$ cat config.mk
export PLATFORM = sky130hd
export DESIGN_NAME = exe_cmd_issuer
export DESIGN_NICKNAME = d
export VERILOG_FILES = /design/src/rtl/exe_pkg.sv /design/src/rtl/sync_fifo.sv /design/src/rtl/exe_cmd_issuer.sv
export SDC_FILE = /design/constraint.sdc
export NUM_CORES = 1
export LEC_CHECK = 0
export ABC_CLOCK_PERIOD_IN_PS = 4700
export BUFFER_PORTS_ARGS = -buffer_cell sky130_fd_sc_hd__buf_2
export CORE_ASPECT_RATIO = 0.5
export CORE_MARGIN = 2
export CORE_UTILIZATION = 63
export DETAILED_ROUTE_END_ITERATION = 7
export PLACE_DENSITY = 0.84
export SYNTH_ARGS = -nofsm -noshare
export SYNTH_HDL_FRONTEND = slang
export SYNTH_SLANG_ARGS = --single-unit
$ cat constraint.sdc
create_clock -name i_clk -period 4.7 [get_ports i_clk]
set_input_delay 0.235 -clock i_clk [delete_from_list [all_inputs] [get_ports i_clk]]
set_output_delay 0.235 -clock i_clk [all_outputs]
set_load 0.05 [all_outputs]
$ cat src/rtl/exe_pkg.sv
// Shared types and constants for the execution-unit command issuer.
// Widths here are the defaults of the exe unit this issuer is paired with.
package exe_pkg;

   localparam int EXE_M    = 4;  // operand/result width
   localparam int EXE_N    = 2;  // opcode width
   localparam int STATUS_W = 4;  // exe unit status nibble

   typedef logic [EXE_N-1:0] oper_t;

   localparam oper_t OPER_0 = 2'd0;
   localparam oper_t OPER_1 = 2'd1;
   localparam oper_t OPER_2 = 2'd2;
   localparam oper_t OPER_3 = 2'd3;

   // One queued command, packed as it sits in the command FIFO.
   typedef struct packed {
      oper_t            oper;
      logic [EXE_M-1:0] arg_a;
      logic [EXE_M-1:0] arg_b;
   } cmd_t;

   // One captured exe unit response, packed as it sits in the response FIFO.
   typedef struct packed {
      logic [EXE_M-1:0]    result;
      logic [STATUS_W-1:0] status;
   } rsp_t;

endpackage

$ cat src/rtl/sync_fifo.sv
// Single-clock FIFO with occupancy count.
// A push while full is accepted only when a pop happens on the same edge;
// a pop while empty is ignored. Storage is cleared on reset so the read
// data port shows zero until the first push.
module sync_fifo #(
   parameter int WIDTH = 8,
   parameter int DEPTH = 4
) (
   input  logic                     clk,
   input  logic                     rst_n,
   input  logic                     push,
   input  logic                     pop,
   input  logic [WIDTH-1:0]         wdata,
   output logic [WIDTH-1:0]         rdata,
   output logic                     full,
   output logic                     empty,
   output logic [$clog2(DEPTH):0]   count
);

   localparam int AW = $clog2(DEPTH);
   localparam int CW = AW + 1;

   logic [WIDTH-1:0] mem [DEPTH];
   logic [AW-1:0]    wr_ptr;
   logic [AW-1:0]    rd_ptr;
   logic             do_push;
   logic             do_pop;

   assign full    = (count == CW'(DEPTH));
   assign empty   = (count == '0);
   assign do_pop  = pop && !empty;
   assign do_push = push && (!full || do_pop);
   assign rdata   = mem[rd_ptr];

   // Storage write; entries are only overwritten at the write pointer.
   always_ff @(posedge clk or negedge rst_n) begin
      if (!rst_n) begin
         for (int i = 0; i < DEPTH; i++) begin
            mem[i] <= '0;
         end
      end else if (do_push) begin
         mem[wr_ptr] <= wdata;
      end
   end

   // Pointers wrap naturally because DEPTH is a power of two.
   always_ff @(posedge clk or negedge rst_n) begin
      if (!rst_n) begin
         wr_ptr <= '0;
         rd_ptr <= '0;
      end else begin
         if (do_push) begin
            wr_ptr <= wr_ptr + 1'b1;
         end
         if (do_pop) begin
            rd_ptr <= rd_ptr + 1'b1;
         end
      end
   end

   // Occupancy: simultaneous push and pop leaves the count unchanged.
   always_ff @(posedge clk or negedge rst_n) begin
      if (!rst_n) begin
         count <= '0;
      end else begin
         case ({do_push, do_pop})
            2'b10:   count <= count + 1'b1;
            2'b01:   count <= count - 1'b1;
            default: count <= count;
         endcase
      end
   end

endmodule

$ cat src/rtl/exe_cmd_issuer.sv
// Initiator side of the exe unit operand interface.
// Commands are buffered, issued one per cycle into a 1-cycle registered exe
// unit, and the results come back in issue order through a response FIFO.
//
// Handshakes: a transfer happens on a rising edge where valid and ready are
// both high; ready never depends combinationally on the same port's valid.
//
// Issue is credit limited: a command only leaves the command FIFO if the
// response FIFO is guaranteed room for it, counting results already in the
// exe pipeline (v1 = operands on the exe inputs, v2 = exe output valid).
module exe_cmd_issuer
   import exe_pkg::*;
#(
   parameter int m         = EXE_M,
   parameter int n         = EXE_N,
   parameter int CMD_DEPTH = 4,
   parameter int RSP_DEPTH = 4
) (
   input  logic                i_clk,
   input  logic                i_rsn,
   input  logic                i_cmd_valid,
   output logic                o_cmd_ready,
   input  logic [n-1:0]        i_cmd_oper,
   input  logic [m-1:0]        i_cmd_argA,
   input  logic [m-1:0]        i_cmd_argB,
   output logic [n-1:0]        o_oper,
   output logic [m-1:0]        o_argA,
   output logic [m-1:0]        o_argB,
   input  logic [m-1:0]        i_exe_result,
   input  logic [STATUS_W-1:0] i_exe_status,
   output logic                o_rsp_valid,
   input  logic                i_rsp_ready,
   output logic [m-1:0]        o_rsp_result,
   output logic [STATUS_W-1:0] o_rsp_status,
   output logic                o_busy
);

   localparam int CMD_W = n + 2 * m;
   localparam int RSP_W = m + STATUS_W;
   localparam int CCW   = $clog2(CMD_DEPTH) + 1;
   localparam int RCW   = $clog2(RSP_DEPTH) + 1;
   localparam int OW    = RCW + 1;

   // Command side
   logic             ready_en;
   logic             cmd_push;
   logic             cmd_pop;
   logic             cmd_full;
   logic             cmd_empty;
   logic [CCW-1:0]   cmd_count;
   logic [CMD_W-1:0] cmd_wdata;
   logic [CMD_W-1:0] cmd_rdata;
   logic [n-1:0]     head_oper;
   logic [m-1:0]     head_a;
   logic [m-1:0]     head_b;

   // Response side
   logic             rsp_push;
   logic             rsp_pop;
   logic             rsp_full;
   logic             rsp_empty;
   logic [RCW-1:0]   rsp_count;
   logic [RSP_W-1:0] rsp_wdata;
   logic [RSP_W-1:0] rsp_rdata;

   // Exe pipeline tracking and credit
   logic             v1;
   logic             v2;
   logic [OW-1:0]    occ;
   logic             credit_ok;

   // Ready is held low through reset and rises on the first edge after it.
   assign o_cmd_ready = ready_en & ~cmd_full;
   assign cmd_push    = i_cmd_valid & o_cmd_ready;
   assign cmd_wdata   = {i_cmd_oper, i_cmd_argA, i_cmd_argB};
   assign {head_oper, head_a, head_b} = cmd_rdata;

   assign o_rsp_valid = ~rsp_empty;
   assign rsp_pop     = o_rsp_valid & i_rsp_ready;
   assign rsp_push    = v2;
   assign rsp_wdata   = {i_exe_result, i_exe_status};
   assign {o_rsp_result, o_rsp_status} = rsp_rdata;

   assign o_busy = ~cmd_empty | v1 | v2;

   sync_fifo #(
      .WIDTH (CMD_W),
      .DEPTH (CMD_DEPTH)
   ) u_cmd_fifo (
      .clk   (i_clk),
      .rst_n (i_rsn),
      .push  (cmd_push),
      .pop   (cmd_pop),
      .wdata (cmd_wdata),
      .rdata (cmd_rdata),
      .full  (cmd_full),
      .empty (cmd_empty),
      .count (cmd_count)
   );

   sync_fifo #(
      .WIDTH (RSP_W),
      .DEPTH (RSP_DEPTH)
   ) u_rsp_fifo (
      .clk   (i_clk),
      .rst_n (i_rsn),
      .push  (rsp_push),
      .pop   (rsp_pop),
      .wdata (rsp_wdata),
      .rdata (rsp_rdata),
      .full  (rsp_full),
      .empty (rsp_empty),
      .count (rsp_count)
   );

   // Credit check: responses held after this cycle's pop plus results still
   // in the exe pipeline must leave at least one free slot for a new issue.
   // A full FIFO with no pop has no room whatever is in flight.
   always_comb begin
      occ       = '0;
      credit_ok = 1'b0;
      cmd_pop   = 1'b0;
      occ       = OW'(rsp_count) - OW'(rsp_pop) + OW'(v1) + OW'(v2);
      credit_ok = (occ < OW'(RSP_DEPTH)) && !(rsp_full && !rsp_pop);
      cmd_pop   = (cmd_count != '0) && credit_ok;
   end

   // Output ready enable: low in reset, high from the first edge after.
   always_ff @(posedge i_clk or negedge i_rsn) begin
      if (!i_rsn) begin
         ready_en <= 1'b0;
      end else begin
         ready_en <= 1'b1;
      end
   end

   // Operand registers load the FIFO head on issue and hold otherwise.
   always_ff @(posedge i_clk or negedge i_rsn) begin
      if (!i_rsn) begin
         o_oper <= '0;
         o_argA <= '0;
         o_argB <= '0;
      end else if (cmd_pop) begin
         o_oper <= head_oper;
         o_argA <= head_a;
         o_argB <= head_b;
      end
   end

   // Pipeline valids: v1 marks fresh operands, v2 marks a valid exe result.
   always_ff @(posedge i_clk or negedge i_rsn) begin
      if (!i_rsn) begin
         v1 <= 1'b0;
         v2 <= 1'b0;
      end else begin
         v1 <= cmd_pop;
         v2 <= v1;
      end
   end

endmodule

**Yosys cells after proc, flatten, opt, wreduce, memory -nomap -nowiden**

Cells that the tools add are included.

- Flip-flop bits (word level): 99
- Input port bits: 22
- Output and inout port bits: 21
- Word-level logic and storage cells: 92

- $add $sub $neg: 11
- Magnitude comparators: 7
- Equal/unequal tests: 6
- Multiplexer cells: 14
- Bitwise operators: 12
- Reduce and logical (&&, ||, !) cells: 22

Operators with widths:

| operator | count |
|---|---|
| 40-bit bitwise mux | 1 |
| 32-bit bitwise mux | 1 |
| 10-bit 2-to-1 mux | 3 |
| 8-bit 2-to-1 mux | 3 |
| 10-bit binary-select mux with 2-bit select | 1 |
| 10-bit demux with 2-bit select | 1 |
| 8-bit binary-select mux with 2-bit select | 1 |
| 8-bit demux with 2-bit select | 1 |
| 3-bit >= comparator, second input constant | 4 |
| 2-bit NOT with 3-bit output | 4 |
| 3-bit case mux with 2 select lines | 2 |
| 1-bit logical AND | 9 |
| 2-bit by 1-bit adder with 2-bit output, second input constant | 4 |
| 4-bit by 1-bit adder with 4-bit output | 2 |
| 3-bit by 1-bit adder with 3-bit output, second input constant | 2 |
| 3-bit == test, second input constant | 2 |
| 1-bit logical NOT | 6 |
| 3-bit logical NOT | 2 |
| 3-bit by 1-bit < comparator with 1-bit output, second input constant | 2 |
| 3-bit by 1-bit subtractor with 3-bit output, second input constant | 2 |
| 2-bit by 1-bit == test with 1-bit output, second input constant | 2 |
| 2-bit == test, second input constant | 2 |
| 4-bit by 3-bit < comparator with 1-bit output, second input constant | 1 |
| 2-bit nonzero test | 2 |
| 6 further kinds | 12 |

**Logic depth before layout (Yosys ltp)**

Gate-level depths: netlist (run 1).

- Word-level depth: 14
- Gate-level depth with buffers: 16
- Gate-level depth less buffers: 15

**Cells and area by module**

Synthesis (run 1) repeated with hierarchy kept, for this count alone.

- Cells, all modules: 317
- Area total of the unflattened synthesis: 4705.8 um^2

By module, submodules not included:

| module | times used | cells an instance | area an instance (um^2) | seq. area each (um^2) |
|---|---|---|---|---|
| sync_fifo (u_cmd_fifo) | 1 | 150 | 2215.9 | 1176.1 |
| sync_fifo (u_rsp_fifo) | 1 | 115 | 1801.7 | 975.9 |
| exe_cmd_issuer | 1 | 52 | 688.2 | 325.3 |

**Worst setup path after synthesis (run 1)**

Ideal clock, no wire load.

- Path kind: flip-flop to flip-flop
- From: reg u_rsp_fifo.count[0]
- To: reg u_cmd_fifo.count[2]
- Library setup time: 80 ps
- Arrival: 3453 ps
- Data required time: 4620 ps
- Setup slack: 1167 ps
- Cell stages (with the launch flop): 17
- Path buffers: 1
- Period minus slack after synthesis: 3533 ps
- Cell sequence: dfrtp_1 > or3_1 > and2_1 > ha_1 > inv_1 > ha_1 > nand3_1 > a21oi_1 > o31ai_4 > buf_6 > inv_2 > ha_1 > inv_1 > fa_1 > xor2_1 > nor2_1 > xnor2_1

- Word-level cells in the longest chain between the ends: 14
- Elaborated cells between the ends (all ways): 20
- Classes of those cells: add/sub: 3; order compare: 1; eq/ne: 3; mux: 1; bitwise: 2; reduce/logical: 10

Ends and longest elaborated chain:

| element | RTL line | text |
|---|---|---|
| from (decl) | sync_fifo.sv:17 | `output logic [$clog2(DEPTH):0] count` |
| from (signal assigned) | sync_fifo.sv:67 | `2'b10: count <= count + 1'b1;` |
| from (signal assigned) | sync_fifo.sv:68 | `2'b01: count <= count - 1'b1;` |
| from (signal assigned) | sync_fifo.sv:69 | `default: count <= count;` |
| 3-bit logical NOT * | sync_fifo.sv:30 | `assign empty = (count == '0);` |
| 1-bit NOT * | exe_cmd_issuer.sv:78 | `assign o_rsp_valid = ~rsp_empty;` |
| net o_rsp_valid | exe_cmd_issuer.sv:31 | `output logic o_rsp_valid,` |
| 1-bit AND * | exe_cmd_issuer.sv:79 | `assign rsp_pop = o_rsp_valid & i_rsp_ready;` |
| 3-bit by 1-bit subtractor with 4-bit output | exe_cmd_issuer.sv:123 | `occ = OW'(rsp_count) - OW'(rsp_pop) + OW'(v1) + OW'(v2);` |
| 4-bit by 1-bit adder with 4-bit output (2 in a row) | exe_cmd_issuer.sv:123 |  |
| 4-bit by 3-bit < comparator with 1-bit output | exe_cmd_issuer.sv:124 | `credit_ok = (occ < OW'(RSP_DEPTH)) && !(rsp_full && !rsp_pop);` |
| 1-bit logical AND * | exe_cmd_issuer.sv:124 |  |
| 1-bit logical AND * | exe_cmd_issuer.sv:125 | `cmd_pop = (cmd_count != '0) && credit_ok;` |
| net cmd_pop | exe_cmd_issuer.sv:47 | `logic cmd_pop;` |
| 1-bit logical AND * | sync_fifo.sv:31 | `assign do_pop = pop && !empty;` |
| 1-bit logical OR | sync_fifo.sv:32 | `assign do_push = push && (!full \|\| do_pop);` |
| 1-bit logical AND | sync_fifo.sv:32 |  |
| 2-bit by 1-bit == test with 1-bit output or 2-bit == test (tied branches) | sync_fifo.sv:66 | `case ({do_push, do_pop})` |
| 3-bit case mux with 2 select lines or 2-bit nonzero test (tied branches) | n/a |  |
| to (signal assigned) | sync_fifo.sv:67 |  |
| to (signal assigned) | sync_fifo.sv:68 |  |
| to (signal assigned) | sync_fifo.sv:69 |  |
| to (decl) | sync_fifo.sv:17 |  |

Mark *: on every way through the listed nets, which the timed path passes. The rest lies on a longest branch.
A chain may end at the register's enable or synchronous reset.

**Worst setup path after layout (run 1)**

- From: reg u_rsp_fifo.count[0]
- To: reg u_cmd_fifo.count[2]

- Word-level cells in the longest chain between the ends: 14
- Elaborated cells between the ends (all ways): 20
- Classes of those cells: add/sub: 3; order compare: 1; eq/ne: 3; mux: 1; bitwise: 2; reduce/logical: 10

Ends and longest elaborated chain:

| element | RTL line |
|---|---|
| 3-bit logical NOT | sync_fifo.sv:30 |
| 1-bit NOT | exe_cmd_issuer.sv:78 |
| 1-bit AND | exe_cmd_issuer.sv:79 |
| 3-bit by 1-bit subtractor with 4-bit output | exe_cmd_issuer.sv:123 |
| 4-bit by 1-bit adder with 4-bit output (2 in a row) | exe_cmd_issuer.sv:123 |
| 4-bit by 3-bit < comparator with 1-bit output | exe_cmd_issuer.sv:124 |
| 1-bit logical AND * | exe_cmd_issuer.sv:124 |
| 1-bit logical AND * | exe_cmd_issuer.sv:125 |
| net cmd_pop | exe_cmd_issuer.sv:47 |
| 1-bit logical AND * | sync_fifo.sv:31 |
| 1-bit logical OR | sync_fifo.sv:32 |
| 1-bit logical AND | sync_fifo.sv:32 |
| 2-bit by 1-bit == test with 1-bit output or 2-bit == test (tied branches) | sync_fifo.sv:66 |
| 3-bit case mux with 2 select lines or 2-bit nonzero test (tied branches) | n/a |

Marks and branches as above.

==> impl_results.md, run 1 <==
- Io pins: 43
- Clock root cell: clkbuf_16
- Num CTS Buffers: 9
- Final hold violations: 0
- Crit path max-delay family: adder cells
- Initial Utilization: 66.6%
- Clk buf depth: 2
- CP Class: reg2reg
- Critical Path End Type: flop
- Clk slew on worst S/H paths: 0.07 ns
- Power Density: 819 mW/mm2
- Tightest Pin Transition: 1.04 ns
- Crit-path max FO: 12
- Slowest CP cell: dfrtp_1
- Overflow after GRT: 0
- Fin util: 75.6%
- Gpl congestion: 0.821
- Crit path required time: 4.97 ns
- CTS tree: done
- Sequential cell area: 0.00248 mm2
- Number of port buffers: 42
- Number of standard cells after synthesis: 293
- Startpoint Class: flop
- Sink Count: 99
- Worst IR Drop VDD: 0.339 mV
- Clock Skews: 0.00818 ns
- HPWL after DPL: 5.50 mm
- Initial DRC count: 71
- Nets: 380
- Vias in the first global route: 2,849
- Register area share after synthesis: 54.2%
- Fin crit share: 76.2%
- Leakage: 2.45 nW
- Row cnt: 21
- Mean Syn Cell Area: 15.6 um2
- Die area: 0.00799 mm2
- Worst Hold Class: in2reg
- Vias: 2,499
- Multi-input gate area: 0.00198 mm2
- Routed vias/inst: 5.69
- Endpoints failing setup: 0
- Ys Warns: 0
- Min cycle time layout: 3.58 ns
- Clk_lat worst skew: 0.35 ns
- Fillcell total: 429
- Post-route DRC: 0
- Wire per inst: 18.4 um
- Post-Syn Nets: 331
- Post-CTS setup buffers: 0
- GR Util All Layers: 23.4%
- CP bufs+invs: 4
- Share of cells above drive strength 1: 28.2%
- Final wirelength: 8.09 mm
- Synthesis-stage register bit count: 99
- Initial antenna violation count: 0
- Largest net degree at the start of global routing: 56
- Core ar.: 0.00686 mm2
- CP Data Arrival Time: 3.85 ns
- Count of different cell masters after synthesis: 36
- Post-route ant nets: 0
- Post-Syn Area: 0.00457 mm2
- Die width: 124 um
- Slew HR: 30.7%
- CP peak stage delay: 0.44 ns
- DRT Pass-1 Iters: 4
- Fin. max-slew vios: 0
- Fmax achieved: 0.279 GHz
- Chip height: 64.2 um
- RSZ-0062 raised after global routing: no
- Global-route wire length before repair: 14.1 mm
- Max-cap violations: 0
- Crit path cell chain: or3_1 -> and2_1 -> ha_1 -> inv_1 -> ha_1 -> nand3_1 -> a21oi_1 -> o31ai_4 -> buf_4 -> inv_2 -> ha_1 -> inv_1 -> fa_1 -> xor2_1 -> nor2_1 -> xnor2_1
- Most frequent CP cell: ha_1
- Layout area overhead: 13.6%
- Status: complete, no violations
- CTS H-tree depth: 3
- Fin Setup TNS: 0 ns
- N_diodes: 0
synthesized netlist by cell type:
| cell type | number | area share, % |
|---|---|---|
| dfrtp_1 | 99 | 54 |
| mux2_1 | 74 | 18 |
| mux4_2 | 18 | 8.9 |
| inv_1 | 17 | 1.4 |
| ha_1 | 14 | 3.8 |
| xnor2_1 | 9 | 1.7 |
| mux2_4 | 8 | 2.6 |
| nand2_4 | 8 | 2.0 |
| nand2_1 | 6 | 0.49 |
| nor2_1 | 4 | 0.33 |
| xor2_1 | 3 | 0.58 |
| a21oi_1 | 2 | 0.22 |
| and2_1 | 2 | 0.27 |
| buf_2 | 2 | 0.22 |
| buf_4 | 2 | 0.33 |
| fa_1 | 2 | 0.88 |
| nor3b_1 | 2 | 0.33 |
| o21ai_0 | 2 | 0.22 |
| o21ai_1 | 2 | 0.22 |
| and3_1 | 1 | 0.14 |
| and3_4 | 1 | 0.25 |
| buf_1 | 1 | 0.082 |
| buf_6 | 1 | 0.25 |
| clkbuf_1 | 1 | 0.082 |
| conb_1 | 1 | 0.082 |
| inv_2 | 1 | 0.082 |
| nand2b_1 | 1 | 0.14 |
| nand3_1 | 1 | 0.11 |
| nor2b_1 | 1 | 0.14 |
| nor3_1 | 1 | 0.11 |
| nor4b_2 | 1 | 0.33 |
| o311a_1 | 1 | 0.22 |
| o311ai_1 | 1 | 0.19 |
| o31a_1 | 1 | 0.19 |
| o31ai_4 | 1 | 0.47 |
| or3_1 | 1 | 0.14 |
worst paths after layout:
path | end | start | depth (start not counted) | slack (ns)
setup / recovery | u_cmd_fifo.count[2] | u_rsp_fifo.count[0] | 16 | 1.12
hold / removal | u_cmd_fifo.mem[37] | i_cmd_argA[3] | 2 | 0.13
setup reg to reg | u_cmd_fifo.count[2] | u_rsp_fifo.count[0] | 16 | 1.12
hold reg to reg | rsp_push | v1 | 0 | 0.41
max in group asynchronous | u_cmd_fifo.mem[26] | i_rsn | 3 | 3.19
min in group asynchronous | u_rsp_fifo.mem[30] | i_rsn | 2 | 0.42
worst register-to-register path, stage by stage, from the launching register on:
cell     delay (ns)
dfrtp_1        0.44
or3_1          0.42
and2_1         0.18
ha_1           0.27
inv_1          0.04
ha_1           0.27
nand3_1        0.12
a21oi_1        0.31
o31ai_4        0.11
buf_4          0.23
inv_2          0.08
ha_1           0.17
inv_1          0.06
fa_1           0.37
xor2_1         0.16
nor2_1         0.14
xnor2_1        0.13
repair_timing:
action / CTS / global route
hold buffers: 1 / 0
endpoints found under the hold margin: 44 / 0
resized for setup: 0 / 0
kinds of logic (layout without fill, tap and decap cells):
family | count (synthesis) | after routing | synth area share, %
and+or+nand+nor | 30 | 30 | 4.74
DFF | 99 | 99 | 54.2
muxes | 100 | 100 | 29.8
xor gates and xnor gates | 12 | 12 | 2.30
adders and majority gates | 16 | 16 | 4.71
AOI/OAI and AO/OA | 10 | 10 | 1.73
buffers and inverters | 25 | 79 | 2.44
other | 1 | 1 | 0.0821
layout make-up:
| class | instances | area share [%] |
|---|---|---|
| Clock buffer | 10 | 4.61 |
| Clock inverter | 6 | 1.40 |
| Inverter | 18 | 1.30 |
| Multi-Input combinational cell | 169 | 38.1 |
| Sequential cell | 99 | 47.8 |
| Tap cell | 92 | 2.22 |
| Timing Repair Buffer | 45 | 4.58 |
state kept, by name, summed over array words and instances (netlist names):
name               count
u_rsp_fifo.rd_ptr      2
u_cmd_fifo.wr_ptr      2
u_cmd_fifo.count       3
u_cmd_fifo.mem        40
u_rsp_fifo.count       3
o_oper                 2
u_cmd_fifo.rd_ptr      2
o_argA                 4
rsp_push               1
ready_en               1
v1                     1
u_rsp_fifo.wr_ptr      2
u_rsp_fifo.mem        32
o_argB                 4
layout by cell type, fill, tap and decap left out, types with 2 or more instances in the layout:
cell	Yosys	layout
ha_1	14	14
nand2_1	6	6
nor3b_1	2	2
xnor2_1	9	9
mux2_1	74	74
mux2_4	8	8
a21oi_1	2	2
xor2_1	3	3
fa_1	2	2
inv_1	17	17
and2_1	2	2
o21ai_0	2	2
mux4_2	18	18
nand2_4	8	8
nor2_1	4	4
buf_4	2	3
dfrtp_1	99	99
buf_2	2	41
o21ai_1	2	2
clkinv_4	0	3
clkbuf_16	0	9
per-stage QoR:
| stage | power, W | hold WS (ns) | instances | instance area, um2 | setup slack (ns) |
|---|---|---|---|---|---|
| 2_1_floorplan | 0.00310 | -0.0606 | 293 | 4570 | 1.17 |
| 6_report | 0.00425 | 0.132 | 439 | 5190 | 1.12 |
| 5_1_grt | 0.00452 | 0.135 | 439 | 5190 | 0.958 |
| 3_3_place_gp | 0.00338 | 0.246 | 422 | 4870 | 1.37 |
| 4_1_cts | 0.00430 | 0.117 | 439 | 5190 | 1.12 |
| 3_5_place_dp | 0.00351 | 0.266 | 422 | 4870 | 1.23 |
where the power goes:
group | internal (W) | switching, W | total (W)
Clock | 0.000431 | 0.000321 | 0.000753
Combinational | 0.000868 | 0.00101 | 0.00188
Sequential | 0.00128 | 0.000333 | 0.00162
routing by layer:
metal	wire, um	global-route usage [%]
met5	0	0
met4	92	7.72
met3	315	6.45
met2	4180	42.3
met1	3500	27.5
Note: power is estimated with default switching activity, not from simulation.
==> run 2: changes to the inputs <==
Settings changed: ABC_CLOCK_PERIOD_IN_PS 4700 to 3100, CORE_UTILIZATION 63 to 53, PLACE_DENSITY 0.84 to 0.75.
Clock period 4.7 ns to 3.1 ns, I/O delays scaled along.
==> run 2 against run 1 <==
Effect of this change: non-clock buffer count increased by 5; global-route usage decreased by 3.5 points; count of clock-buffer cells in the layout increased by 1; sequential power increased by 50%; via count increased by 1.4%; wire length increased by 4.1%; critical endpoint unchanged.
==> impl_results.md, run 2 (synthesis gave the netlist of run 1 again) <==
- Status: complete, no violations
- Gpl congestion: 0.789 (-4.0%)
- Met1 WL: 3.80 mm (+8.6%)
- Largest regs: u_cmd_fifo.mem (40), u_rsp_fifo.mem (32)
- Sink Count: 99 (unchanged)
- Commonest non-fill, non-tap cells in the layout: dfrtp_1, mux2_1, buf_2
- Vias: 2,535 (+1.4%)
- FF-to-FF path depth: 15 (-1)
- Min cycle time layout: 2.98 ns (-0.605 ns)
- Layout area overhead: 16.3%
- Final setup margin: 0.123 ns (-0.995 ns)
- Num CTS Buffers: 9 (unchanged)
- Number of port buffers: 42 (unchanged)
- Fillcell total: 597 (+39%)
- Clk_lat worst skew: 0.34 ns (about the same)
- Largest net degree at the start of global routing: 58 (+3.6%)
- Final hold violations: 0 (unchanged)
- Clock Skews: 0.00720 ns (-0.000982 ns)
- Post-route DRC: 0 (unchanged)
- Commonest non-fill, non-tap cell in the layout: dfrtp_1
- Pre-CTS WS: 0.0952 ns (-1.13 ns)
- Fmax achieved: 0.336 GHz (+20%)
- Initial antenna violation count: 0 (unchanged)
- Crit path max-delay family: adder cells
- Clk buf depth: 2 (unchanged)
- Clk slew on worst S/H paths: 0.07 ns (about the same)
- Worst IR Drop VDD: 0.578 mV (+70%)
- Fin. max-slew vios: 0 (unchanged)
- CP bufs+invs: 3 (-1)
- Wire length on met3: 359 um (+14%)
- Start point of the critical path: u_rsp_fifo.count[2]
- Critical Path End Type: flop
- Die area: 0.00942 mm2 (+18%)
- DRT Pass-1 Iters: 4 (unchanged)
- Nets: 385 (+1.3%)
- Max FFs per register: 40 (unchanged)
- Overflow after GRT: 0 (unchanged)
- Core ar.: 0.00817 mm2 (+19%)
- Most frequent CP cell: ha_4
- Fin crit share: 96.0% (+20 points)
- RSZ-0062 raised after global routing: yes
- Sequential cell area: 0.00248 mm2 (unchanged)
- R2R Path End: u_cmd_fifo.count[2]
- Clock root cell: clkbuf_16
- Share of cells above drive strength 1: 32.4% (+4.1 points)
- Slowest CP cell: dfrtp_1
- DR top layer: met4
- Tightest Pin Transition: 1.01 ns (-0.0323 ns)
- HPWL after DPL: 5.61 mm (+2.0%)
- Chip height: 69.6 um (+8.5%)
- Vias in the first global route: 2,740 (-3.8%)
- Top reg by flops: u_cmd_fifo.mem
- Worst Hold Class: in2reg
- Crit path cell chain: or3_4 -> and2_4 -> ha_4 -> inv_2 -> ha_4 -> nand3_2 -> a21oi_2 -> o31ai_4 -> inv_4 -> ha_4 -> inv_2 -> fa_2 -> xor2_1 -> nor2_1 -> xnor2_1
- Post-route ant nets: 0 (unchanged)
- Io pins: 43 (unchanged)
- Max-cap violations: 0 (unchanged)
- Initial Utilization: 55.9% (-11 points)
- GR Util All Layers: 19.9% (-3.5 points)
- CP Class: reg2reg
- Routed vias/inst: 5.46 (-4.0%)
- CTS tree: done
- Crit path required time: 3.37 ns (-1.60 ns)
- Worst Setup EP: u_cmd_fifo.count[2]
- N_diodes: 0 (unchanged)
- Global-route wire length before repair: 14.3 mm (+1.1%)
- Multi-input gate area: 0.00205 mm2 (+3.9%)
- Slew HR: 32.8% (+2.2 points)
- Row cnt: 23 (+9.5%)
- Fin Setup TNS: 0 ns (unchanged)
- Critical Path Stages: 15 (-1)
- Crit-path max FO: 3 (-9)
- CTS H-tree depth: 3 (unchanged)
- FF-to-FF Start: u_rsp_fifo.count[2]
- Die width: 135 um (+8.7%)
- Initial DRC count: 123 (+73%)
- Power Density: 1240 mW/mm2 (+52%)
- CP peak stage delay: 0.40 ns (-0.04 ns)
- CP Data Arrival Time: 3.25 ns (-0.60 ns)
- Leakage: 2.47 nW (+0.61%)
- Final wirelength: 8.42 mm (+4.1%)
- Startpoint Class: flop
- Reg2reg setup slack: 0.12 ns (-0.99 ns)
- Endpoints failing setup: 0 (unchanged)
- Wire per inst: 18.1 um (-1.5%)
- Met2 WL: 4.14 mm (-0.93%)
==> run 2: final cells by class <==
type	instances	share of cell area (%)
flip-flops and latches	99	46.6
multi-input cells	169	38.7
repair buffers	50	5.18
clock buffers	11	4.38
well taps	112	2.64
inverters	18	1.32
clock inverters	5	1.18
==> run 2: how the worst min path moves through the flow <==
stage / from / endpoint / slack, ns / cells past startpoint
2_1_floorplan: i_rsn / o_argA[0] / -0.14 / 0
3_3_place_gp: i_rsn / u_cmd_fifo.mem[15] / 0.22 / 1
3_5_place_dp: i_rsn / u_cmd_fifo.mem[5] / 0.25 / 1
4_1_cts: i_cmd_argA[3] / u_cmd_fifo.mem[17] / 0.05 / 2
5_1_grt: i_cmd_argB[0] / u_cmd_fifo.mem[30] / 0.05 / 2
6_report: i_cmd_argA[3] / u_cmd_fifo.mem[17] / 0.05 / 2
==> run 2: repair_timing <==
item / 4_1_cts / 5_1_grt
hold buffers: 1 / 0
endpoints found under the setup margin: 0 / 2
resized for setup: 0 / 2
hold endpoints to repair: 55 / 0
setup buffers: 0 / 2
==> run 2: power by group <==
| group | switching (W) | total, W | leakage (nW) | internal [W] |
|---|---|---|---|---|
| Combinational | 0.00162 | 0.00306 | 1.13 | 0.00144 |
| Sequential | 0.000485 | 0.00243 | 1.20 | 0.00194 |
| Clock | 0.000482 | 0.00111 | 0.136 | 0.000631 |
==> run 2: routing by layer <==
layer,vias to the layer above,GRT usage [%]
li1,1149,-
met1,1327,25.4
met2,46,33.1
met3,13,6.14
met4,0,5.79
met5,-,0
==> run 2: stage by stage <==
stage,util (%),power (W),instances,hold slack [ns],area (um2)
after global routing,65.0,0.00703,464,0.0528,5310
after detailed placement,60.9,0.00547,445,0.251,4980
after CTS,64.7,0.00661,462,0.0511,5290
after global placement,60.9,0.00530,445,0.223,4980
after floorplan,-,0.00482,293,-0.141,4630
final,65.0,0.00660,464,0.0526,5310
